$ cat src/rtl/beam_pkg.sv
// Shared types for the beamforming front end.
//   COORD_W        default width of one coordinate word
//   coord_t        one (x, z) coordinate pair
//   fetch_state_t  state of the coordinate fetch controller
package beam_pkg;

  localparam int COORD_W = 16;

  typedef struct packed {
    logic [COORD_W-1:0] x;
    logic [COORD_W-1:0] z;
  } coord_t;

  typedef enum logic [1:0] {
    IDLE  = 2'd0,
    RUN   = 2'd1,
    DRAIN = 2'd2,
    DONE  = 2'd3
  } fetch_state_t;

endpackage

$ cat src/rtl/coord_skid_fifo.sv
// Two-entry FIFO that absorbs ROM read latency and downstream stalls.
//   clk, rst   clock, synchronous active-high reset (pointers/count only)
//   push, din  write one word; accepted when not full, or when full and popping
//   pop        remove head word; ignored when empty
//   dout       head word (meaningful only while !empty)
//   count      number of stored words (0..2)
//   empty/full occupancy flags
module coord_skid_fifo #(
  parameter int DATA_W = 8
) (
  input  logic              clk,
  input  logic              rst,
  input  logic              push,
  input  logic              pop,
  input  logic [DATA_W-1:0] din,
  output logic [DATA_W-1:0] dout,
  output logic [1:0]        count,
  output logic              empty,
  output logic              full
);

  logic [DATA_W-1:0] mem [2];
  logic              wr_ptr;
  logic              rd_ptr;
  logic              do_push;
  logic              do_pop;

  assign empty   = (count == 2'd0);
  assign full    = (count == 2'd2);
  assign do_pop  = pop && !empty;
  // When full, a same-cycle pop frees the slot being written.
  assign do_push = push && (!full || do_pop);
  assign dout    = mem[rd_ptr];

  always_ff @(posedge clk) begin
    if (rst) begin
      wr_ptr <= 1'b0;
      rd_ptr <= 1'b0;
      count  <= 2'd0;
    end else begin
      if (do_push) wr_ptr <= ~wr_ptr;
      if (do_pop)  rd_ptr <= ~rd_ptr;
      case ({do_push, do_pop})
        2'b10:   count <= count + 2'd1;
        2'b01:   count <= count - 2'd1;
        default: count <= count;
      endcase
    end
  end

  always_ff @(posedge clk) begin
    if (do_push) mem[wr_ptr] <= din;
  end

endmodule

$ cat src/rtl/coord_fetch.sv
// Coordinate ROM reader: on start, reads ROM addresses 0..NUM_POINTS-1 and
// streams each (x, z) pair with its index on a valid/ready interface.
//   clk, rst            clock, synchronous active-high reset
//   start / busy / done scan control: start pulse, scan in progress, 1-cycle done
//   rom_addr            address presented to the 1-cycle-latency ROM
//   rom_x, rom_z        ROM read data for the address sampled one edge earlier
//   out_valid/out_ready output handshake
//   out_x, out_z        coordinate payload of the head beat
//   out_idx, out_last   ROM index of the beat, high on index NUM_POINTS-1
module coord_fetch #(
  parameter int NUM_POINTS = 16,
  parameter int ADDR_WIDTH = (NUM_POINTS > 1) ? $clog2(NUM_POINTS) : 1,
  parameter int COORD_W    = 16
) (
  input  logic                  clk,
  input  logic                  rst,
  input  logic                  start,
  output logic                  busy,
  output logic                  done,
  output logic [ADDR_WIDTH-1:0] rom_addr,
  input  logic [COORD_W-1:0]    rom_x,
  input  logic [COORD_W-1:0]    rom_z,
  output logic                  out_valid,
  input  logic                  out_ready,
  output logic [COORD_W-1:0]    out_x,
  output logic [COORD_W-1:0]    out_z,
  output logic [ADDR_WIDTH-1:0] out_idx,
  output logic                  out_last
);

  import beam_pkg::*;

  localparam logic [ADDR_WIDTH-1:0] LAST_IDX = ADDR_WIDTH'(NUM_POINTS - 1);
  localparam int                    FW       = ADDR_WIDTH + 2 * COORD_W;

  fetch_state_t          state;
  fetch_state_t          state_nxt;
  logic [ADDR_WIDTH-1:0] issue_cnt;
  logic                  rd_vld_p1;
  logic [ADDR_WIDTH-1:0] rd_idx_p1;
  logic [1:0]            buf_count;
  logic                  buf_empty;
  logic                  buf_full;
  logic [FW-1:0]         buf_dout;
  logic [2:0]            occ_next;
  logic                  accepting;
  logic                  issue;
  logic                  pop;
  logic                  last_issue;

  // The ROM samples rom_addr on the same edge that issues it, so the start
  // cycle itself can issue address 0 (first beat two cycles after start).
  assign accepting  = (state == RUN) || (state == IDLE && start);
  assign pop        = out_valid && out_ready;
  // Occupancy after this edge: a word popped now frees room for the word
  // issued now, which lands in the buffer one edge later.
  assign occ_next   = {1'b0, buf_count} + {2'b00, rd_vld_p1} - {2'b00, pop};
  assign issue      = accepting && !(buf_full && !pop) && (occ_next < 3'd2);
  assign last_issue = issue && (issue_cnt == LAST_IDX);
  assign rom_addr   = issue_cnt;

  always_comb begin
    state_nxt = state;
    case (state)
      IDLE:    if (last_issue) state_nxt = DRAIN;
               else if (start) state_nxt = RUN;
      RUN:     if (last_issue) state_nxt = DRAIN;
      DRAIN:   if (pop && out_last) state_nxt = DONE;
      DONE:    state_nxt = IDLE;
      default: state_nxt = IDLE;
    endcase
  end

  always_ff @(posedge clk) begin
    if (rst) begin
      state     <= IDLE;
      issue_cnt <= '0;
      rd_vld_p1 <= 1'b0;
    end else begin
      state     <= state_nxt;
      rd_vld_p1 <= issue;
      if (state == DONE) issue_cnt <= '0;
      else if (issue && !last_issue) issue_cnt <= issue_cnt + 1'b1;
    end
  end

  // ---- p1: ROM read in flight, index tag travels with it ----
  always_ff @(posedge clk) begin
    if (issue) rd_idx_p1 <= issue_cnt;
  end

  coord_skid_fifo #(
    .DATA_W (FW)
  ) u_buf (
    .clk   (clk),
    .rst   (rst),
    .push  (rd_vld_p1),
    .pop   (pop),
    .din   ({rd_idx_p1, rom_x, rom_z}),
    .dout  (buf_dout),
    .count (buf_count),
    .empty (buf_empty),
    .full  (buf_full)
  );

  // ---- p2: buffer head drives the output beat ----
  assign out_valid = !buf_empty;
  assign {out_idx, out_x, out_z} = out_valid ? buf_dout : '0;
  assign out_last  = out_valid && (out_idx == LAST_IDX);
  assign busy      = (state != IDLE);
  assign done      = (state == DONE);

endmodule

$ cat config.mk
export PLATFORM = sky130hd
export DESIGN_NAME = coord_fetch
export DESIGN_NICKNAME = d
export VERILOG_FILES = /design/src/rtl/beam_pkg.sv /design/src/rtl/coord_skid_fifo.sv /design/src/rtl/coord_fetch.sv
export SDC_FILE = /design/constraint.sdc
export NUM_CORES = 1
export LEC_CHECK = 0
export BUFFER_PORTS_ARGS = -buffer_cell sky130_fd_sc_hd__buf_4
export CORE_MARGIN = 2
export CORE_UTILIZATION = 30
export CTS_CLUSTER_SIZE = 30
export DETAILED_ROUTE_END_ITERATION = 6
export PLACE_DENSITY_LB_ADDON = 0.25
export SYNTH_ARGS = -nofsm -noshare
export SYNTH_HDL_FRONTEND = slang
export SYNTH_SLANG_ARGS = --single-unit
$ cat constraint.sdc
create_clock -name clk -period 3.6 [get_ports clk]
set_input_delay 0.18 -clock clk [delete_from_list [all_inputs] [get_ports clk]]
set_output_delay 0.18 -clock clk [all_outputs]
set_load 0.05 [all_outputs]
== After elaboration in Yosys (flattened, before gate mapping) ==
Memories as Yosys holds them, arrays and structs flattened. A register that Yosys moved wholly into a read port is not among the register bits.
Index checks and enable logic that the tools add are counted.

* Register bits after elaboration: 15
* Bits in latches: 0
* Memory bits (writable): 72
* ROM bits: 0
* Input bits: 36
* Output and inout port bits: 44
* Word-level logic and storage cells: 62
* Memories: 1

* Add/subtract/negate cells: 5
* Multipliers: 0
* Div/mod/pow operators: 0
* Order comparisons: 1
* Eq/ne operators: 11
* Shift-type cells: 0
* Mux-type cells: 11
* Bitwise gates (word level): 2
* Reductions and logical operators: 24

{| class="wikitable"
|+ Memories
! memory !! words !! width !! rd ports !! clocked after Yosys merged registers in !! wr ports !! RTL line !! text
|-
| u_buf.mem || 2 || 36 || 1 || 1 || 1 || coord_skid_fifo.sv:22 || <nowiki>logic [DATA_W-1:0] mem [2];</nowiki>
|}

{| class="wikitable"
|+ Operator list
! kind !! count
|-
| 36-bit 2-to-1 mux || 1
|-
| 1-bit logical AND || 11
|-
| 2-bit == test, second input constant || 4
|-
| 4-bit == test, second input constant || 2
|-
| 2-bit 2-to-1 mux || 4
|-
| 2-bit one-hot mux with 4 select lines || 1
|-
| 1-bit logical NOT || 5
|-
| 4-bit by 1-bit adder with 4-bit output, second input constant || 1
|-
| 2-bit by 1-bit == test with 1-bit output, second input constant || 2
|-
| 2-bit logical NOT || 2
|-
| 1-bit 2-to-1 mux || 4
|-
| 2-bit != test, second input constant || 2
|-
| 2-bit one-hot mux with 2 select lines || 1
|-
| 2-bit nonzero test || 2
|-
| 2-bit by 1-bit adder with 3-bit output || 1
|-
| 3-bit by 2-bit < comparator with 1-bit output, second input constant || 1
|-
| 3-bit != test, second input constant || 1
|-
| 3-bit AND reduction || 1
|-
| 3-bit by 1-bit subtractor with 3-bit output || 1
|-
| 2-bit by 1-bit adder with 2-bit output, second input constant || 1
|-
| 1-bit logical OR || 2
|-
| 1-bit NOT || 2
|-
| 2-bit OR reduction || 1
|-
| 2-bit by 1-bit subtractor with 2-bit output, second input constant || 1
|}

== Logic depth before layout (Yosys ltp) ==
Gate-level depths: netlist of the first run.

* Word-level depth: 11
* Depth in mapped cells: 13
* Depth with buffers taken out: 12

== Hierarchy ==
A second synthesis of the first run with hierarchy kept.

* Cells, all modules: 248
* Area total of the unflattened synthesis: 3748.6 um^2

{| class="wikitable"
|+ Modules (own cells, without submodules)
! module !! times used !! cells an instance !! area each (um^2) !! seq. area each (um^2)
|-
| coord_skid_fifo || 1 || 142 || 2844.0 || 2262.2
|-
| coord_fetch || 1 || 106 || 904.6 || 260.2
|}

== Worst setup path after synthesis of the first run ==
OpenSTA, ideal clock, no wires.

* Path type: register -> register
* Start: register u_buf.count[1]
* End: register state[0]
* Library setup time: 0.121 ns
* Data arrival time: 2.986 ns
* Data required time: 3.479 ns
* Slack: 0.492 ns
* Cell stages (with the launch flop): 14
* Path buffers: 1
* Clock period less this slack: 3.108 ns
* Cell sequence: dfxtp_1 > nor2_2 > inv_1 > nand2_1 > inv_1 > ha_1 > nand2b_1 > fa_1 > xnor2_1 > and4b_1 > buf_6 > a21oi_4 > a211oi_2 > mux2_4

* Word-level cells in the longest chain between the ends: 11
* Elaborated cells on any way between the ends: 23
* Classes of those cells: add/sub (2); order compare (1); eq/ne (5); mux (3); reduce/logical (12)

{| class="wikitable"
|+ RTL lines
! element !! RTL line !! text
|-
| start: declaration || coord_skid_fifo.sv:17 || <nowiki>output logic [1:0] count,</nowiki>
|-
| start signal: assignment || coord_skid_fifo.sv:44 || <nowiki>2'b10: count <= count + 2'd1;</nowiki>
|-
| start signal: assignment || coord_skid_fifo.sv:45 || <nowiki>2'b01: count <= count - 2'd1;</nowiki>
|-
| start signal: assignment || coord_skid_fifo.sv:46 || <nowiki>default: count <= count;</nowiki>
|-
| 2-bit logical NOT (*) || coord_skid_fifo.sv:28 || <nowiki>assign empty = (count == 2'd0);</nowiki>
|-
| 1-bit logical NOT (*) || coord_fetch.sv:107 || <nowiki>assign out_valid = !buf_empty;</nowiki>
|-
| via out_valid || coord_fetch.sv:23 || <nowiki>output logic out_valid,</nowiki>
|-
| 1-bit logical AND (*) || coord_fetch.sv:54 || <nowiki>assign pop = out_valid && out_ready;</nowiki>
|-
| parallel branches: the longest is 4 deep, another holds 3-bit by 1-bit subtractor with 3-bit output || n/a ||
|-
| 1-bit logical AND (*) || coord_fetch.sv:58 || <nowiki>assign issue = accepting && !(buf_full && !pop) && (occ_next < 3'd2);</nowiki>
|-
| via issue || coord_fetch.sv:47 || <nowiki>logic issue;</nowiki>
|-
| 1-bit logical AND (*) || coord_fetch.sv:59 || <nowiki>assign last_issue = issue && (issue_cnt == LAST_IDX);</nowiki>
|-
| 2-bit 2-to-1 mux (tied with other cells) || coord_fetch.sv:65 || <nowiki>IDLE: if (last_issue) state_nxt = DRAIN;</nowiki>
|-
| 2-bit one-hot mux with 4 select lines / 3-bit AND reduction (equally long branches) || n/a ||
|-
| end signal: assignment || coord_fetch.sv:80 || <nowiki>state <= state_nxt;</nowiki>
|-
| end: declaration || coord_fetch.sv:36 || <nowiki>fetch_state_t state;</nowiki>
|}

Mark *: on every way through the listed nets, which the timed path passes.
A chain may end at the register's enable or synchronous reset.

== Worst setup path in the final report of the first run ==
* Start: register u_buf.count[1]
* End: register state[0]

* Word-level cells in the longest chain between the ends: 11
* Elaborated cells on any way between the ends: 23
* Classes of those cells: add/sub (2); order compare (1); eq/ne (5); mux (3); reduce/logical (12)

{| class="wikitable"
|+ RTL lines
! element
|-
| parallel branches: the longest is 11 deep, another holds 2-bit by 1-bit adder with 3-bit output
|}

Several ways; the timed one is not identified.

==> summary.txt, run 1 <==
Run status
  – Run status: finished with violations
  – Failing checks: design-rule violations

STA
  – Post-layout minimum cycle time: around 3000 ps
  – Max transition margin: approximately two fifths
  – RSZ-0062 raised after global routing: no
  – Pins Over Slew Limit: 0
  – Fin crit share: around 83%
  – Final setup violation count: 0
  – Max Fclk: 336.0 MHz
  – Final Hold Fails: 0
  – Slew @ Worst Pin: 909.6 ps
  – Setup ws final: 623.5 ps
  – Clock Skew: 6.933 ps
  – Setup Total Neg Slack: 0 ps

Clock tree
  – Clock sink count: 88
  – # resized after CTS: 0
  – H-tree levels: 3
  – Post-CTS Setup Bufs: 0
  – CTS Buffer Depth: 2
  – CTS root buffer: clkbuf_16
  – Clock slew at reported path FFs: approximately 70 ps
  – CTS tree: built
  – Total CTS buffers: 9
  – Hold-fix buffers at CTS: 0
  – Clk Latency, worst-skew pair: roughly 340 ps

Global routing
  – Largest net degree at the start of global routing: 37
  – GRT Util Overall: between 10% and 20%
  – Grt met1 use: between 10 and 15%
  – GRT Max-Usage Layer: met2
  – Initial antenna violation count: 0
  – Met3 GRT Util: ~3.2%
  – Grt ovf: 0
  – Vias in the first global route: 2,182
  – First-pass GRT wire length: between 10,000 and 15,000 um
  – Met2 Usage GRT: between 10% and 20%

Detailed routing
  – Post-DRT Antenna Nets: 0
  – DR vias: around 2,200
  – Vias per inst: about 4.6
  – Pre-Repair DR Iteration Count: 6
  – Final wirelength: around 7000 um
  – Wirelength per Cell: approximately 15 um
  – Drt first-iter violations: just over 90
  – DR DRC count: 8

Yosys
  – Yosys cell types: 35
  – Synth Area in Simple Gates: about 9%
  – Register bit total from synthesis: between 80 and 90
  – EDFF count, synth: 76
  – Synth Area in Compound Gates: 2.693%
  – Cell taking the most area after synthesis: edfxtp_1
  – Synth Cell Area: between 3000 and 4000 sq um
  – Adder-Cell Fraction of Synth Area: under 10%
  – Dominant synthesized flop cell: edfxtp_1
  – Syn Nets: between 200 and 300
  – Synth top area share: between 60% and 70%
  – Post-Syn Instances: 239
  – Post-synth ARST share: 0%
  – Multiplexer share of the synthesized area: between 10% and 20%
  – Main combinational cell family by area after synthesis: multiplexers
  – Syn avg cell area: between 10 and 15 sq um
  – Synth warnings: 0
  – Synth top area cells: edfxtp_1, mux2i_1, dfxtp_1, nor2_1, ha_1
  – Synth Area in XOR/XNOR: 1.224%
  – Register area share after synthesis: a little over two thirds

Die
  – Top-Level Pins: 80
  – Die area: between 10,000 and 15,000 sq um
  – Height of the die: roughly 110 um
  – Starting Density: a little under a third
  – Placement row count: 39
  – Die Span X: about 110 um
  – Core area: 11,520 sq um

Power and ir drop
  – Power Total: roughly 3600 uW
  – P_leak: 0.001722 uW
  – Worst vdd ir: 291.4 uV
  – Power Density: between 700 and 800 nW/um^2

Worst setup path
  – Critical Path AT: approximately 3200 ps
  – Setup crit end kind: flop
  – Setup CP Type: flop to flop
  – Reg2reg end: state[0]$_SDFFE_PP0P_
  – CP Launch Type: flop
  – CP Data Required Time: between 3000 and 4000 ps
  – Worst Setup EP: state[0]$_SDFFE_PP0P_
  – Setup slack, reg-to-reg: a little over 600 ps
  – CP Max Fanout: 11
  – Reg2reg path depth: 12
  – Critical path origin: u_buf.count[1]$_SDFFE_PP0P_
  – Worst reg2reg startpoint: u_buf.count[1]$_SDFFE_PP0P_

Cells and area
  – Nets: roughly 370
  – Synth-to-Final Area Change: 28.93%
  – Layout cells sized above 1: roughly 33%
  – Diodes inserted: 0

Placement
  – DPL Wire Length: 4501 um
  – GP Congestion: about 0.73
  – IO Port Bufs: 79
  – Dpl ws: slightly below 600 ps

Min path
  – Min-delay worst type: primary input to flop

Flow run
  – Max cap viols: 0
-- state kept, by name, indices dropped and copies added, names as in the netlist, named ones only --
name / flops
state: 2
u_buf.count: 2
rd_vld_p1: 1
rd_idx_p1: 4
rom_addr: 4
u_buf.rd_ptr: 1
u_buf.mem: 72
u_buf.wr_ptr: 1
-- worst min path at each step --
stage	start	endpoint	slack (ps)	cells past startpoint
floorplan	rom_z[0]	u_buf.mem[0][0]$_DFFE_PP_	280	0
global placement	rom_x[9]	u_buf.mem[0][25]$_DFFE_PP_	370	1
detailed placement	rom_z[4]	u_buf.mem[1][4]$_DFFE_PP_	370	1
CTS	rom_z[4]	u_buf.mem[1][4]$_DFFE_PP_	7	1
global route	rom_x[9]	u_buf.mem[1][25]$_DFFE_PP_	8	1
finish	rom_x[12]	u_buf.mem[1][28]$_DFFE_PP_	20	1
-- critical path, stage by stage (launching register included) --
cell and delay [ps]:
dfxtp_1 480, nor2_4 70, inv_1 70, nand2_1 80, inv_1 90, ha_1 220
nand2b_1 150, fa_1 380, xnor2_1 130, and4b_1 530, a21oi_4 90, a211oi_2 250
mux2_4 330
-- cell usage in the layout (no fill, tap or decap), drive strengths merged --
master,n
a211oi,1
or2b,1
nand3,1
buf,82
edfxtp,76
inv,10
o21bai,1
nor3,5
and3,3
nand2,4
xnor2,2
or3b,2
mux2,1
xor2,3
nor2,44
ha,7
a311oi,1
clkbuf,10
fa,1
clkinv,5
nand2b,4
a41oi,1
a2111oi,2
a21oi,6
and4b,1
and4,1
nor2b,2
dfxtp,12
mux2i,38
or2,1
-- power by group --
group	total (uW)	switching (uW)	internal (uW)
logic	1230	843	391
registers	1480	104	1380
clock network	853	383	470
total	3570	1330	2240
-- per-layer routing --
metal	vias up	wire length (um)	share of wire [%]
li1	1037	-	-
met1	1048	3149	45
met2	55	3288	47
met3	11	393	5.6
met4	0	163	2.3
met5	-	0	0
-- synthesized netlist by cell type, types with 4 or more instances --
cell type	n
a21oi_1	5
buf_2	4
clkbuf_1	4
dfxtp_1	12
edfxtp_1	76
ha_1	7
inv_1	9
mux2i_1	38
nand2_1	4
nand2b_1	4
nor2_1	43
nor3_1	4
-- layout make-up --
cell class / count / area [sq um]
clock buffers: 10 / 229.0
clock inverters: 6 / 43.79
fillers: 1095 / 6904
inverters: 9 / 33.78
multi-input cells: 133 / 987.2
flip-flops and latches: 88 / 2524
well taps: 143 / 178.9
repair buffers: 82 / 615.6
-- cells by family (layout without fill, tap and decap cells) --
group | after synthesis | in the layout
fa+ha+maj | 8 | 8
buf+inv | 18 | 107
simple gates | 69 | 69
mux | 39 | 39
flops | 88 | 88
compound gates | 12 | 12
xor+xnor | 5 | 5
-- metrics by stage --
step	util [%]	cell area [sq um]	hold WS, ps	instances
after floorplan	-	3577	278.9	239
after global placement	37.68	4339	366.0	455
after detailed placement	37.68	4339	367.9	455
after CTS	40.05	4612	7.013	471
after global routing	40.05	4612	8.236	471
final	40.05	4612	21.49	471
No activity file was read; power rests on OpenSTA's default activity.
==> run 2: changes to the inputs <==
ABC_AREA = 1   (was not set)
clock period = 2.9 ns   (was 3.6 ns; I/O delays follow)
==> summary.txt, run 2 <==
Run status
  – Run status: completed

Yosys
  – Yosys cell types: 25
  – Post-synth ARST share: 0%
  – Synth Cell Area: roughly 3600 sq um
  – Register area share after synthesis: about 69%
  – Synth top area cells: edfxtp_1, nand2_1, dfxtp_1, a21oi_1, inv_1
  – Register bit total from synthesis: 88
  – Synth warnings: 0
  – Most common library cells after synthesis: nand2_1, edfxtp_1, a21oi_1
  – Dominant synthesized flop cell: edfxtp_1
  – Syn Nets: about 360
  – Post-Syn Instances: around 320
  – Cell taking the most area after synthesis: edfxtp_1
  – EDFF count, synth: 76
  – Syn avg cell area: approximately 11 sq um
  – Synth top area share: about 63%
  – Most common cell in the netlist: nand2_1

Worst setup path
  – CP Data Required Time: approximately 3100 ps
  – CP cell instances: nor2_4 -> nor2_4 -> ha_1 -> or2_2 -> fa_1 -> nand3_4 -> nor2_8 -> nand2_1 -> nand2_1 -> nand3_1 -> nand2_1 -> nor2_1
  – Crit-path slowest cell: fa_1
  – Largest stage delay, worst path: ~530 ps
  – Reg2reg end: state[0]$_SDFFE_PP0P_
  – Reg2reg path depth: 12
  – Critical path origin: u_buf.count[1]$_SDFFE_PP0P_
  – CP Launch Type: flop
  – Worst Setup EP: state[0]$_SDFFE_PP0P_
  – CP most frequent cell: nand2_1
  – CP Max Fanout: 9
  – Setup CP Type: flop to flop
  – Critical Path AT: roughly 2900 ps
  – Worst reg2reg startpoint: u_buf.count[1]$_SDFFE_PP0P_
  – Setup crit end kind: flop
  – Setup slack, reg-to-reg: ~260 ps

Flow run
  – Max cap viols: 0

Cells and area
  – Fillers: about 1,100
  – Biggest register: u_buf.mem
  – Nets: about 480
  – Largest register FFs: 72
  – Fin cells: ~590
  – Final core utilization: 42.38%
  – Layout cells sized above 1: a little over a quarter
  – Diodes inserted: 0
  – Commonest non-fill, non-tap cell in the layout: nand2_1
  – Synth-to-Final Area Change: 38.99%
  – Commonest non-fill, non-tap cells in the layout: nand2_1, buf_4, edfxtp_1, a21oi_1, dlygate4sd3_1

STA
  – Final Hold Fails: 0
  – Fin crit share: between 90% and 100%
  – Slew @ Worst Pin: 496.3 ps
  – Pins Over Slew Limit: 0
  – Final setup violation count: 0
  – Max Fclk: between 300 and 400 MHz
  – RSZ-0062 raised after global routing: no
  – Post-layout minimum cycle time: between 2000 and 3000 ps
  – Clock Skew: between 6 and 7 ps
  – Max transition margin: about two thirds
  – Setup Total Neg Slack: 0 ps

Placement
  – GP Congestion: 0.6943
  – IO Port Bufs: 79
  – Placed Cells: roughly 540
  – DPL Wire Length: 5085 um

Die
  – Placement row count: 40
  – Core area: about 12,000 sq um
  – Die area: about 13,000 sq um
  – Starting Density: 30.49%
  – Top-Level Pins: 80
  – Die Span X: between 100 and 150 um
  – Height of the die: ~110 um

Power and ir drop
  – Power Density: ~1000 nW/um^2
  – Worst vdd ir: 471.9 uV
  – P_leak: approximately 0.0021 uW

Min path
  – Hold Path Depth: 2
  – Min-delay worst type: primary input to flop

Detailed routing
  – Vias per inst: about 4.5
  – Pre-Repair DR Iteration Count: 6
  – Wirelength per Cell: about 13 um
  – Post-DRT Antenna Nets: 0
  – Drt first-iter violations: 126
  – DR vias: about 2,600
  – Final wirelength: about 8000 um
  – DR DRC count: 0

Clock tree
  – CTS tree: built
  – Clk Latency, worst-skew pair: about 330 ps
  – CTS Buffer Depth: 2
  – H-tree levels: 3
  – # resized after CTS: 0
  – Clock sink count: 88
  – Total CTS buffers: 9
  – Post-CTS Setup Bufs: 0
  – Clock slew at reported path FFs: about 60 ps
  – CTS root buffer: clkbuf_16

Global routing
  – First-pass GRT wire length: 12,300 um
  – Initial antenna violation count: 0
  – Largest net degree at the start of global routing: 34
  – GRT Util Overall: 12.53%
  – Vias in the first global route: ~2,500
  – Grt ovf: 0
## run 2: cell count changes in the layout (fill, tap and decap cells not counted), moves of 3 or more
cell,before,now
a21oi_1,5,40
clkinv_4,3,0
dlygate4sd3_1,0,32
inv_1,9,28
inv_2,0,4
mux2i_1,38,0
nand2_1,4,96
nand2b_1,4,0
nand3_1,1,11
nor2_1,42,10
nor2_4,2,5
## run 2: kinds of logic (layout without fill, tap and decap cells)
family / Yosys count / count (layout) / synth area share, %
XOR/XNOR: 1 / 1 / 0.2412
AO/OA/AOI/OAI: 43 / 43 / 5.994
AND/OR/NAND/NOR: 136 / 136 / 16.98
adder cells (fa/ha/maj): 8 / 8 / 2.962
flip-flops: 88 / 88 / 69.45
buffers and inverters: 42 / 164 / 4.374
## run 2: cell type report
| class | count | area (sq um) | area share [%] |
|---|---|---|---|
| flip-flops and latches | 88 | 2522 | 49.96 |
| well taps | 147 | 183.9 | 3.643 |
| inverters | 32 | 120.1 | 2.379 |
| clock inverters | 3 | 42.54 | 0.8426 |
| clock buffers | 13 | 250.2 | 4.957 |
| repair buffers | 116 | 963.4 | 19.08 |
| multi-input cells | 188 | 965.9 | 19.13 |
## run 2: per-stage QoR
| stage | hold slack (ps) | area [sq um] | worst slack [ps] | power, uW |
|---|---|---|---|---|
| after global routing | 30.49 | 5049 | 81.61 | 5492 |
| after detailed placement | 333.0 | 4436 | 246.2 | 4101 |
| final | 35.66 | 5049 | 262.4 | 5205 |
| after global placement | 332.4 | 4436 | 306.0 | 4064 |
| after floorplan | 220.4 | 3632 | 227.9 | 3411 |
| after CTS | 4.073 | 5039 | 234.6 | 5279 |
## run 2: repair_timing
action                                  in CTS  in global routing
endpoints found under the setup margin       0                  0
hold endpoints to repair                    62                  2
hold buffers                                31                  1
## run 2: worst max-delay path: cells and delay by family (launching register included)
kind | cells | cell delay [ps]
flip-flops | 1 | 500
AND/OR/NAND/NOR | 10 | 1240
adder cells (fa/ha/maj) | 2 | 780
## run 2: worst min path at each step
stage	slack (ps)	end	startpoint
3_5_place_dp	330	u_buf.mem[1][27]$_DFFE_PP_	rom_x[11]
6_report	40	u_buf.count[0]$_SDFFE_PP0P_	rst
4_1_cts	4	u_buf.mem[0][17]$_DFFE_PP_	rom_x[1]
3_3_place_gp	330	u_buf.mem[0][27]$_DFFE_PP_	rom_x[11]
5_1_grt	30	u_buf.count[0]$_SDFFE_PP0P_	rst
2_1_floorplan	220	u_buf.count[0]$_SDFFE_PP0P_	rst
## run 2: power by group
part           internal [uW]  total, uW  leakage (uW)  switching, uW
clock                    690       1130      0.000140            439
combinational            641       2230       0.00116           1590
sequential              1720       1840      0.000796            118
## run 2: per-layer routing
layer	GRT usage [%]	up-vias	part of all wire [%]	wire length, um
li1	-	1304	-	-
met1	14.82	1245	44	3458
met2	21.35	65	49	3871
met3	3.082	11	5.0	389
met4	6.098	0	1.5	119
met5	0	-	0	0
==> run 3: changes to the inputs <==
CORE_UTILIZATION = 50   (was 30)
clock period = 2.6 ns   (was 2.9 ns; I/O delays follow)
==> summary.txt, run 3 (synthesized netlist as in run 2, its figures left out) <==
Placement
  – Placed Area: between 4000 and 5000 sq um
  – DPL Wire Length: between 4000 and 5000 um
  – IO Port Bufs: 79
  – Placed Cells: approximately 490
  – GP Congestion: roughly 0.8

Power and ir drop
  – Switch Pwr: around 2400 uW
  – P_leak: approximately 0.0021 uW
  – Worst vdd ir: about 580 uV
  – Part of the power in registers: a little under two fifths
  – Comb pwr share: between 40 and 50%
  – Switching portion of total power: 42.33%
  – Power Internal: 3234 uW
  – Power Density: between 1000 and 1500 nW/um^2
  – Power Total: between 5000 and 6000 uW
  – Clock network power share: approximately 18%

Detailed routing
  – Post-DRT Antenna Nets: 0
  – DR vias: ~2,600
  – Pre-Repair DR Iteration Count: 4
  – Final wirelength: about 7500 um
  – DR DRC count: 0
  – Wirelength per Cell: 13.77 um
  – Drt first-iter violations: between 100 and 150
  – Vias per inst: about 4.8

Min path
  – Min-delay worst type: primary input to flop

Clock tree
  – Clock sink count: slightly below 90
  – Clock slew at reported path FFs: about 80 ps
  – Total CTS buffers: 9
  – H-tree levels: 3
  – CTS tree: built
  – Clk Latency, worst-skew pair: around 340 ps
  – CTS Buffer Depth: 2
  – CTS root buffer: clkbuf_8

Worst setup path
  – CP cell instances: nor2_4 -> nor2_4 -> ha_1 -> or2_2 -> fa_1 -> nand3_4 -> nor2_8 -> nand2_4 -> nor2_4 -> nand3_2 -> nand2_1 -> inv_1 -> nor2_1
  – Family with the most delay on the worst path: simple AND/OR/NAND/NOR gates
  – Crit-path slowest cell: fa_1
  – Largest stage delay, worst path: roughly 550 ps
  – CP Launch Type: flop
  – CP most frequent cell: nor2_4
  – CP Max Fanout: 7
  – CP Data Required Time: approximately 2900 ps
  – Setup crit end kind: flop
  – Setup CP Type: flop to flop
  – Critical Path AT: roughly 2700 ps
  – Buffers and inverters on the worst path: 1

Die
  – Die area: between 7000 and 8000 sq um
  – Starting Density: between 50% and 60%
  – Height of the die: a little under 90 um
  – Top-Level Pins: 80
  – Placement row count: 31
  – Core area: 7137 sq um
  – Die Span X: 89.23 um

STA
  – Post-layout minimum cycle time: 2451 ps
  – Max Fclk: slightly above 400 MHz
  – Slew @ Worst Pin: 548.4 ps
  – Max transition margin: roughly 63%
  – Setup Total Neg Slack: 0 ps
  – Clock Skew: around 3.2 ps
  – Pins Over Slew Limit: 0
  – Fin crit share: a little over nine tenths
  – Final Hold Fails: 0
  – RSZ-0062 raised after global routing: no
  – Final setup violation count: 0

Global routing
  – Largest net degree at the start of global routing: 34
  – Grt ovf: 0
  – Met2 Usage GRT: between 30 and 40%
  – GRT Max-Usage Layer: met2
  – Met3 GRT Util: 3.878%
  – Initial antenna violation count: 0
  – Vias in the first global route: between 2,000 and 3,000
  – GRT Util Overall: a little under a fifth
  – Grt met1 use: a little under a quarter
  – First-pass GRT wire length: 11,320 um

Flow run
  – Max cap viols: 0

Cells and area
  – Commonest non-fill, non-tap cells in the layout: nand2_1, buf_4, edfxtp_1, a21oi_1, dlygate4sd3_1
  – Commonest non-fill, non-tap cell in the layout: nand2_1
  – Diodes inserted: 0
  – Fillers: between 500 and 600
  – Multi-input logic area: 974.7 sq um
  – Biggest register: u_buf.mem
  – Seq. cell area: roughly 2500 sq um
  – Largest register FFs: just over 70
  – Nets: between 400 and 500
  – Layout cells sized above 1: a little over a quarter
  – Final instance area: 4976 sq um
  – Synth-to-Final Area Change: 37.00%
  – Fin cells: between 500 and 600

Run status
  – Run status: completed
[run 3: per-stage QoR]
stage               worst slack, ps  hold slack (ps)  util (%)
finish                        149.4            92.82     69.72
global route                  26.92            98.02     69.72
detailed placement            83.51            318.3     61.78
CTS                           71.92            77.23     69.37
global placement              245.1            315.8     61.78
floorplan                     7.331            205.4         -
[run 3: routing by layer]
metal	wire (um)	up-vias	share of wire [%]
li1	-	1313	-
met1	3133	1247	42
met2	4004	56	53
met3	288	8	3.8
met4	78	0	1.0
met5	0	-	0
[run 3: path summary, 6_finish.rpt]
check / from / end / slack, ps / depth (start not counted)
max: u_buf.count[0]$_SDFFE_PP0P_ / rom_addr[3]$_SDFFE_PP0P_ / 150 / 13
max reg2reg: u_buf.count[0]$_SDFFE_PP0P_ / rom_addr[3]$_SDFFE_PP0P_ / 150 / 13
min: out_ready / u_buf.count[1]$_SDFFE_PP0P_ / 90 / 4
min reg2reg: rd_idx_p1[1]$_DFFE_PP_ / u_buf.mem[1][33]$_DFFE_PP_ / 460 / 0
[run 3: final cells by class]
class                      count  share of cell area [%]
clock buffer                  10                   2.565
multi-input combinational    188                   19.59
clock inverter                 6                   1.685
inverter                      32                   2.414
tap                           99                   2.489
timing repair buffer         122                   20.57
sequential                    88                   50.69
[run 3: what timing repair did]
action	CTS	global route
hold endpoints to repair	66	0
resized for setup	0	1
setup buffers	0	3
hold buffers	33	0
endpoints found under the setup margin	0	3
[run 3: tightest hold or removal path, cell delays in order]
cell and delay [ps]:
buf_4 80, o31ai_1 70, nand3_1 70, inv_1 40
[run 3: power groups by stage]
stage | Clock (uW) | Sequential (uW) | Combinational (uW)
after CTS | 1000 | 2060 | 2530
after detailed placement | 0 | 2090 | 2480
after global placement | 0 | 2070 | 2410
after global routing | 1060 | 2090 | 2770
final | 980 | 2060 | 2570
after floorplan | 0 | 2100 | 1710
